[src/rtl/apb_slave_regbank.sv]
// -----------------------------------------------------------------------------
// apb_slave_regbank
//   APB slave endpoint decoding a single address window onto a bank of REG_NUM
//   read/write word registers. A programmable number of wait states is inserted
//   before the one-clock ready pulse. Decode faults and master-side stability
//   violations are reported on apb_slverr_out.
//
//   Optional feature macro: APB_SLV_WSTRB_EN
//     defined   -> apb_strb_in exists; writes update only strobed bytes.
//     undefined -> no strobe port; every write updates the full word.
//
// Ports
//   apb_clk_in      in   APB clock
//   apb_rstn_in     in   asynchronous active-low reset
//   apb_psel_in     in   slave select
//   apb_penable_in  in   access-phase enable
//   apb_write_in    in   1 = write, 0 = read
//   apb_addr_in     in   byte address
//   apb_wdata_in    in   write data
//   apb_strb_in     in   byte strobes (APB_SLV_WSTRB_EN only)
//   apb_rdata_out   out  read data, valid while apb_ready_out=1
//   apb_ready_out   out  transfer complete (registered pulse)
//   apb_slverr_out  out  error response, valid while apb_ready_out=1
// -----------------------------------------------------------------------------
module apb_slave_regbank #(
    parameter int                        APB_DATA_WIDTH = 32,
    parameter int                        APB_ADDR_WIDTH = 32,
    parameter int                        REG_NUM        = 8,
    parameter logic [APB_ADDR_WIDTH-1:0] BASE_ADDR      = '0,
    parameter int                        WAIT_CYCLES    = 0
) (
    input  logic                        apb_clk_in,
    input  logic                        apb_rstn_in,
    input  logic                        apb_psel_in,
    input  logic                        apb_penable_in,
    input  logic                        apb_write_in,
    input  logic [APB_ADDR_WIDTH-1:0]   apb_addr_in,
    input  logic [APB_DATA_WIDTH-1:0]   apb_wdata_in,
`ifdef APB_SLV_WSTRB_EN
    input  logic [APB_DATA_WIDTH/8-1:0] apb_strb_in,
`endif
    output logic [APB_DATA_WIDTH-1:0]   apb_rdata_out,
    output logic                        apb_ready_out,
    output logic                        apb_slverr_out
);

    localparam int STRB_W = APB_DATA_WIDTH / 8;
    localparam int IDX_W  = (REG_NUM > 1) ? $clog2(REG_NUM) : 1;

    // One-hot state encoding
    localparam logic [2:0] IDLE   = 3'b001;
    localparam logic [2:0] ACCESS = 3'b010;
    localparam logic [2:0] RESP   = 3'b100;

    logic [2:0]                state;
    logic [3:0]                wait_cnt;
    logic                      err_sticky;
    logic [APB_ADDR_WIDTH-1:0] addr_q;
    logic                      write_q;
    logic [APB_DATA_WIDTH-1:0] wdata_q;
`ifdef APB_SLV_WSTRB_EN
    logic [STRB_W-1:0]         strb_q;
`endif
    logic [APB_DATA_WIDTH-1:0] regs [REG_NUM];

    logic                      setup;
    logic                      latch_en;
    logic [APB_ADDR_WIDTH-1:0] offset;
    logic [APB_ADDR_WIDTH-1:0] word;
    logic                      addr_ok;
    logic [IDX_W-1:0]          idx;
    logic                      unstable;
    logic                      viol;
    logic                      wait_done;
    logic [APB_DATA_WIDTH-1:0] wmask;
    logic [APB_DATA_WIDTH-1:0] merged;

    assign setup    = apb_psel_in & ~apb_penable_in;
    // A new setup phase is accepted from IDLE and, back-to-back, from RESP.
    assign latch_en = setup & ((state == IDLE) | (state == RESP));

    // Offset wraps at the address width, so addresses below BASE_ADDR land
    // far above the window and decode as invalid.
    assign offset  = addr_q - BASE_ADDR;
    assign word    = offset >> 2;
    assign addr_ok = (offset[1:0] == 2'b00) && (word < APB_ADDR_WIDTH'(REG_NUM));
    assign idx     = word[IDX_W-1:0];

    always_comb begin
        unstable = (apb_addr_in != addr_q) | (apb_write_in != write_q) |
                   (write_q & (apb_wdata_in != wdata_q));
`ifdef APB_SLV_WSTRB_EN
        unstable = unstable | (apb_strb_in != strb_q);
`endif
    end

    // Once a violation is seen it sticks until the response is issued.
    assign viol      = err_sticky | unstable;
    assign wait_done = (wait_cnt == 4'(WAIT_CYCLES));

    always_comb begin
        wmask = '1;
`ifdef APB_SLV_WSTRB_EN
        for (int b = 0; b < STRB_W; b++) begin
            wmask[b*8 +: 8] = {8{strb_q[b]}};
        end
`endif
    end

    assign merged = (regs[idx] & ~wmask) | (wdata_q & wmask);

    // Setup-phase capture of the transfer attributes
    always_ff @(posedge apb_clk_in or negedge apb_rstn_in) begin
        if (!apb_rstn_in) begin
            addr_q  <= '0;
            write_q <= 1'b0;
            wdata_q <= '0;
`ifdef APB_SLV_WSTRB_EN
            strb_q  <= '0;
`endif
        end else if (latch_en) begin
            addr_q  <= apb_addr_in;
            write_q <= apb_write_in;
            wdata_q <= apb_wdata_in;
`ifdef APB_SLV_WSTRB_EN
            strb_q  <= apb_strb_in;
`endif
        end
    end

    // Control FSM, response outputs and register bank
    always_ff @(posedge apb_clk_in or negedge apb_rstn_in) begin
        if (!apb_rstn_in) begin
            state          <= IDLE;
            wait_cnt       <= '0;
            err_sticky     <= 1'b0;
            apb_ready_out  <= 1'b0;
            apb_slverr_out <= 1'b0;
            apb_rdata_out  <= '0;
            for (int i = 0; i < REG_NUM; i++) begin
                regs[i] <= '0;
            end
        end else begin
            case (state)
                IDLE: begin
                    if (setup) begin
                        wait_cnt   <= '0;
                        err_sticky <= 1'b0;
                        state      <= ACCESS;
                    end
                end
                ACCESS: begin
                    if (!apb_psel_in) begin
                        // Master abandoned the transfer: no update, no response.
                        state <= IDLE;
                    end else if (apb_penable_in) begin
                        if (!wait_done) begin
                            wait_cnt   <= wait_cnt + 4'd1;
                            err_sticky <= viol;
                        end else begin
                            apb_ready_out <= 1'b1;
                            state         <= RESP;
                            if (viol || !addr_ok) begin
                                apb_slverr_out <= 1'b1;
                                apb_rdata_out  <= '0;
                            end else if (write_q) begin
                                regs[idx]     <= merged;
                                apb_rdata_out <= '0;
                            end else begin
                                apb_rdata_out <= regs[idx];
                            end
                        end
                    end
                end
                RESP: begin
                    apb_ready_out  <= 1'b0;
                    apb_slverr_out <= 1'b0;
                    apb_rdata_out  <= '0;
                    if (setup) begin
                        wait_cnt   <= '0;
                        err_sticky <= 1'b0;
                        state      <= ACCESS;
                    end else begin
                        state <= IDLE;
                    end
                end
                default: state <= IDLE;
            endcase
        end
    end

endmodule

[config.mk]
export PLATFORM = sky130hd
export DESIGN_NAME = apb_slave_regbank
export DESIGN_NICKNAME = d
export VERILOG_FILES = /design/src/rtl/apb_slave_regbank.sv
export SDC_FILE = /design/constraint.sdc
export NUM_CORES = 1
export LEC_CHECK = 0
export BUFFER_PORTS_ARGS = -buffer_cell sky130_fd_sc_hd__buf_4
export CORE_ASPECT_RATIO = 0.75
export CORE_UTILIZATION = 55
export CTS_BUF_LIST = sky130_fd_sc_hd__clkbuf_16
export CTS_CLUSTER_DIAMETER = 40
export DETAILED_ROUTE_END_ITERATION = 8
export GPL_TIMING_DRIVEN = 0
export PLACE_DENSITY = 0.75
export SLEW_MARGIN = 20
export SYNTH_ARGS = -nofsm -noshare
export SYNTH_HDL_FRONTEND = slang
export SYNTH_SLANG_ARGS = --single-unit
[constraint.sdc]
create_clock -name apb_clk_in -period 2.83 [get_ports apb_clk_in]
set_input_delay 0.4245 -clock apb_clk_in [delete_from_list [all_inputs] [get_ports apb_clk_in]]
set_output_delay 0.4245 -clock apb_clk_in [all_outputs]
set_load 0.03 [all_outputs]
==> impl_metrics.py, run 1 <==
metrics = {
    "power_and_ir_drop": {
        "p_clk_share_pct": 40.4,
        "p_per_area_mw_per_mm2": 635,
        "combinationalPowerShare_pct": 15.7,
        "p_int_w": 0.00963,
        "ir_worst_vdd_mv": 0.704,
        "p_switching_w": 0.00404,
        "leakage_nw": 10.7,
        "p_seq_share_pct": 43.9,
        "power_w": 0.0137,
        "switching_share_pct": 29.6,
    },
    "setup_path": {
        "path_common_cell": "buf_6",
        "reg2regPathDepth": 12,
        "crit_arrival_ns": 3.52,
        "cp_max_fo": 10,
        "slowest_stage": "dfrtp_1",
        "crit-reg2reg-launch": "wait_cnt[0]",
        "required_ns": 3.26,
        "endpoint": "regs[252]",
        "cp_num_buf_inv": 5,
        "path_cells": "inv_1 -> ha_2 -> or3b_4 -> or3_4 -> nor3_4 -> buf_6 -> nand4_4 -> buf_6 -> nor4_4 -> buf_4 -> buf_12 -> mux2_2",
        "startpoint": "wait_cnt[0]",
        "cp.depth": 12,
        "setup.worst_path.end_class": "flip-flop",
        "r2r_slack_ns": -0.26,
        "start_kind": "flip-flop",
        "max_stage_delay_ns": 0.39,
        "crit_family": "simple AND/OR/NAND/NOR gates",
        "critical_path_class": "reg2reg",
        "r2r-end": "regs[252]",
    },
    "outcome": {
        "violations": "setup timing",
        "outcome": "complete, but fails checks",
    },
    "route": {
        "via_per_inst": 6.01,
        "drtIter0Drc": 785,
        "first_pass_iters": 7,
        "drc": 0,
        "ant_nets": 0,
        "wl_per_cell_um": 25.2,
        "via_count": 11074,
        "drt-total-wl_um": 46500,
    },
    "run": {
        "maxCapViolCount": 0,
    },
    "yosys": {
        "ys_types": 42,
        "synth.most_common_cell": "dfrtp_1",
        "ys.flop_type": "dfrtp_1",
        "avgSynthCellArea_um2": 13.5,
        "async_flop_share_pct": 100,
        "syn_inst": 1243,
        "synth_edf_count": 0,
        "synth.largest_area_cell": "dfrtp_1",
        "ys_warn_count": 0,
        "yosysTopAreaCellShare_pct": 53.8,
        "netlist_area_mm2": 0.0168,
        "synthTopCellsByArea": "dfrtp_1, mux2_2, mux4_2",
        "syn_nets": 1314,
        "synthTopCellsByCount": "dfrtp_1, nand2_1, mux2_2, mux2_4",
        "ys_seq_elements": 363,
        "seq_area_frac_synth_pct": 54.0,
    },
    "layout": {
        "finish.utilization_pct": 71.4,
        "final_cell_area_mm2": 0.0215,
        "regArea_mm2": 0.00909,
        "multiInputGateArea_mm2": 0.00789,
        "drive_gt1_share_pct": 43.9,
        "nNetsFinal": 1484,
        "fillCellCount": 1901,
        "num_antenna_cells": 0,
        "synthToLayoutAreaGrowth_pct": 27.8,
    },
    "timing": {
        "max_freq_mhz": 323,
        "hold_violations": 0,
        "clock_skew_ns": 0.0235,
        "maxSlewHeadroom_pct": 30.1,
        "finalCritPeriodShare_pct": 109,
        "period_minus_slack_ns": 3.09,
        "worst_slack_ns": -0.262,
        "setup_tns_ns": -42.80,
        "setup_viol": 254,
        "worstMarginPinSlew_ns": 1.05,
        "slew_viol_final": 0,
        "rsz0062_at_grt": "yes",
    },
    "clocking": {
        "cts_tree": "yes",
        "cts_num_sinks": 363,
        "h-tree-depth": 2,
        "cts_root_buf": "clkbuf_16",
        "cts_inserted_buffers": 41,
        "insertion_delay_ns": 0.56,
        "clk_pin_slew_ns": 0.06,
        "clk_path_buf_depth": 3,
    },
    "place": {
        "port_buffers": 102,
        "place.gp.congestion": 0.812,
        "dp_hpwl_um": 26300,
        "place_area_mm2": 0.0182,
    },
    "floorplan": {
        "fp.dieArea_mm2": 0.0313,
        "core_mm2": 0.0301,
        "dieHeight_um": 154,
        "die_x_um": 204,
        "start_util_pct": 55.9,
        "io_pins": 103,
        "rows": 55,
    },
    "global_routing": {
        "grt_max_degree": 92,
        "grt_pass1_wl_um": 68800,
        "globalRouteTotalUtil_pct": 29.3,
        "grt_overflow": 0,
        "first_global_vias": 11529,
        "antenna_found_initial": 0,
    },
    "min_path": {
        "hold_class": "in2reg",
    },
}
stage by stage:
step                      setup WS [ns]  hold slack (ns)  cells
after floorplan                 -0.0753            0.129   1243
after global placement            -2.13            0.462   1744
after detailed placement         -0.828            0.387   1748
after CTS                        -0.263           0.0691   1844
after global routing             -0.307           0.0886   1843
final                            -0.262           0.0787   1843
sequential cells by signal, summed over array words and instances, names as in the netlist, 3 cells and up:
signal         flops
merged            32
apb_rdata_out     32
state              3
addr_q            32
regs             256
wait_cnt           4
cell type report:
type                    instances  area share [%]
plain buffers                  72            3.61
clock buffers                  43            5.00
clock inverters                31            1.48
inverters                      36           0.628
multi-input cells             741            36.6
flip-flops and latches        363            42.2
well taps                     399            2.32
repair buffers                158            8.09
worst reg2reg max path: stages (launching register included):
cell and delay [ns]:
dfrtp_1 0.39, inv_1 0.07, ha_2 0.16, or3b_4 0.38, or3_4 0.36, nor3_4 0.21
buf_6 0.14, nand4_4 0.09, buf_6 0.18, nor4_4 0.29, buf_4 0.20, buf_12 0.16
mux2_2 0.35
kinds of logic after synthesis:
kind of cell	after synthesis	synth area share, %
adder cells (fa/ha/maj)	2	0.149
flip-flops	363	54.0
AND/OR/NAND/NOR	273	7.33
multiplexers	352	29.6
buffers and inverters	140	3.78
AO/OA/AOI/OAI	45	1.66
XOR/XNOR	68	3.54
placed cells by master, fill, tap and decap left out, types with 18 or more instances in the layout:
cell type  Yosys  layout
dfrtp_1      362     358
mux2_4        90     215
nand2_1      203     202
buf_4          0     113
mux4_2        64      64
clkbuf_16      0      50
xnor2_1       64      47
mux2_2       130      38
inv_1         36      37
o22ai_1       33      33
mux2i_1       32      32
buf_12         0      29
clkbuf_1      55      22
nand4_1       18      18
worst min-delay path by stage:
| stage | to | from | cells past startpoint |
|---|---|---|---|
| 2_1_floorplan | addr_q[0] | apb_rstn_in | 0 |
| 3_3_place_gp | regs[219] | regs[219] | 1 |
| 3_5_place_dp | apb_rdata_out[8] | apb_rstn_in | 1 |
| 4_1_cts | merged[17] | apb_wdata_in[17] | 3 |
| 5_1_grt | addr_q[9] | apb_addr_in[9] | 3 |
| 6_report | merged[17] | apb_wdata_in[17] | 3 |
power groups by stage:
stage	registers (W)	clock network [W]	logic, W
floorplan	0.00603	0	0.00117
global placement	0.00579	0	0.00224
finish	0.00600	0.00552	0.00215
global route	0.00605	0.00580	0.00230
CTS	0.00586	0.00556	0.00224
detailed placement	0.00581	0	0.00230
timing repair:
| item | 4_1_cts | 5_1_grt |
|---|---|---|
| hold buffers | 1 | 0 |
| endpoints found under the hold margin | 55 | 0 |
| gates cloned | 13 | 7 |
| pin swaps | 15 | 12 |
| buffers inserted | 25 | 9 |
| resized for setup | 187 | 139 |
| endpoints found under the setup margin | 298 | 316 |
per-layer routing:
layer	routed length, um	track usage (%)	vias to the layer above	part of all wire (%)
li1	-	-	4688	-
met1	20100	42.8	5819	43
met2	21300	43.1	475	46
met3	3740	6.30	92	8.0
met4	1360	11.3	0	2.9
met5	0	0	-	0
Power figures use the tool's default switching activity.
==> run 2, diff against run 1 <==
--- a/config.mk
+++ b/config.mk
@@ -7,12 +7,13 @@
 export LEC_CHECK = 0
 export BUFFER_PORTS_ARGS = -buffer_cell sky130_fd_sc_hd__buf_4
 export CORE_ASPECT_RATIO = 0.75
-export CORE_UTILIZATION = 55
+export CORE_UTILIZATION = 30
 export CTS_BUF_LIST = sky130_fd_sc_hd__clkbuf_16
 export CTS_CLUSTER_DIAMETER = 40
 export DETAILED_ROUTE_END_ITERATION = 8
 export GPL_TIMING_DRIVEN = 0
-export PLACE_DENSITY = 0.75
+export PLACE_DENSITY = 0.46
+export RECOVER_POWER = 100
 export SLEW_MARGIN = 20
 export SYNTH_ARGS = -nofsm -noshare
 export SYNTH_HDL_FRONTEND = slang
==> run 2 against run 1 <==
The run still ends with setup timing left. Wire length is 3.7% higher. Clock power is 16% higher. Fmax hardly changed. Final area is 0.22% lower.
==> impl_metrics.py, run 2 (same netlist as run 1, synthesis figures left out) <==
metrics = {
    "setup_path": {
        "cp_max_fo": 6,
        "start_kind": "flip-flop",
        "max_stage_delay_ns": 0.48,
        "crit_arrival_ns": 3.54,
        "critical_path_class": "reg2reg",
        "setup.worst_path.end_class": "flip-flop",
        "path_cells": "inv_1 -> ha_1 -> or3b_4 -> or3_4 -> nor3_4 -> nand4_4 -> buf_12 -> or4_4 -> buf_8 -> clkbuf_16 -> mux2_4",
        "slowest_stage": "or4_4",
        "required_ns": 3.28,
        "reg2regPathDepth": 11,
    },
    "route": {
        "ant_nets": 0,
        "drc": 0,
        "via_count": 10532,
        "first_pass_iters": 5,
        "wl_per_cell_um": 22.1,
        "drtIter0Drc": 645,
        "drt-total-wl_um": 48200,
        "via_per_inst": 4.82,
    },
    "min_path": {
        "whs_path_depth": 3,
        "hold_class": "in2reg",
    },
    "timing": {
        "rsz0062_at_grt": "yes",
        "worstMarginPinSlew_ns": 1.30,
        "hold_violations": 0,
        "max_freq_mhz": 323,
        "maxSlewHeadroom_pct": 13.2,
        "slew_viol_final": 0,
        "setup_viol": 254,
        "clock_skew_ns": 0.0288,
        "period_minus_slack_ns": 3.09,
        "worst_slack_ns": -0.264,
        "finalCritPeriodShare_pct": 109,
    },
    "clocking": {
        "cts_num_sinks": 363,
        "clk_pin_slew_ns": 0.06,
        "cts_root_buf": "clkbuf_16",
        "cts_tree": "yes",
        "cts_inserted_buffers": 52,
        "clk_path_buf_depth": 3,
        "h-tree-depth": 2,
        "insertion_delay_ns": 0.58,
    },
    "floorplan": {
        "fp.dieArea_mm2": 0.0571,
        "die_x_um": 276,
        "start_util_pct": 30.7,
        "dieHeight_um": 207,
        "io_pins": 103,
        "rows": 74,
        "core_mm2": 0.0549,
    },
    "layout": {
        "nNetsFinal": 1490,
        "num_antenna_cells": 0,
        "fillCellCount": 5232,
        "layout_commonest_cell": "dfrtp_1",
        "regMostFlops": "regs",
        "drive_gt1_share_pct": 39.6,
        "largest_register_ffs": 256,
        "layout_common_cells": "dfrtp_1, nand2_1, mux2_4",
        "finish.utilization_pct": 39.1,
        "synthToLayoutAreaGrowth_pct": 27.5,
        "final_cell_area_mm2": 0.0215,
    },
    "place": {
        "port_buffers": 102,
        "place_area_mm2": 0.0186,
        "dp_hpwl_um": 30000,
        "place.gp.congestion": 0.742,
    },
    "global_routing": {
        "antenna_found_initial": 0,
        "grt_overflow": 0,
        "grt_pass1_wl_um": 72200,
        "globalRouteTotalUtil_pct": 16.9,
        "grt_max_degree": 96,
        "first_global_vias": 11079,
    },
    "power_and_ir_drop": {
        "leakage_nw": 10.4,
        "p_per_area_mw_per_mm2": 672,
        "ir_worst_vdd_mv": 0.363,
    },
    "outcome": {
        "outcome": "complete, but fails checks",
        "violations": "setup timing",
    },
    "run": {
        "maxCapViolCount": 0,
    },
}
run 2: cell types whose count changed in the layout (fill, tap and decap cells not counted), sizes merged:
| cell | previous run | this run |
|---|---|---|
| clkbuf | 83 | 129 |
| buf | 187 | 145 |
| inv | 43 | 53 |
| clkinvlp | 2 | 5 |
| clkdlybuf4s15 | 2 | 0 |
| clkdlybuf4s18 | 0 | 1 |
| clkdlybuf4s25 | 0 | 1 |
| clkinv | 17 | 18 |
run 2: metrics by stage:
step                instances  power, W  TNS (ns)  hold WS, ns  setup slack (ns)
floorplan                1243   0.00719     -6.92        0.129           -0.0753
global placement         2067   0.00816  -1115.33        0.466             -2.51
detailed placement       2071   0.00820   -248.25        0.474             -1.13
CTS                      2192    0.0147    -56.74       0.0230            -0.295
global route             2184    0.0151    -80.29       0.0436            -0.337
finish                   2184    0.0144    -50.14       0.0579            -0.264
run 2: path summary, 6_finish.rpt:
check | slack [ns] | end | startpoint
worst max register to register | -0.26 | regs[88] | wait_cnt[0]
worst min register to register | 0.49 | regs[189] | regs[189]
worst min-delay path | 0.06 | merged[15] | apb_wdata_in[15]
max in group asynchronous | 0.26 | merged[26] | apb_rstn_in
worst max-delay path | -0.26 | regs[88] | wait_cnt[0]
min in group asynchronous | 0.94 | regs[74] | apb_rstn_in
run 2: layout make-up:
cell class | instances | area [um2] | share of cell area (%)
Inverter | 36 | 135 | 0.629
Timing Repair Buffer | 153 | 1380 | 6.42
Clock inverter | 45 | 405 | 1.89
Buffer | 72 | 739 | 3.44
Sequential cell | 363 | 9090 | 42.3
Tap cell | 722 | 903 | 4.21
Multi-Input combinational cell | 741 | 7520 | 35.0
Clock buffer | 52 | 1300 | 6.06
run 2: report_power, final:
part | switching (W) | internal [W]
registers | 0.000446 | 0.00552
clock network | 0.00257 | 0.00384
logic | 0.00130 | 0.000745
total | 0.00432 | 0.0101
run 2: what timing repair did:
action / CTS / global route
hold buffers: 1 / 0
hold endpoints to repair: 84 / 0
cloned: 5 / 8
buffers inserted: 26 / 9
resized for setup: 120 / 101
endpoints found under the setup margin: 300 / 318
pin swaps: 14 / 7
run 2: critical path: cells and delay by family (launching register included):
kind                       cells  cell delay (ns)
adders and majority gates      1             0.15
buffers and inverters          4             0.58
DFF                            1             0.38
muxes                          1             0.29
and+or+nand+nor                5             1.58
run 2: routing by layer:
metal / vias to the layer above / wire length, um / track usage, %
li1: 4717 / - / -
met1: 5568 / 24500 / 26.0
met2: 183 / 21100 / 24.5
met3: 64 / 1760 / 2.93
met4: 0 / 842 / 3.83
met5: - / 0 / 0
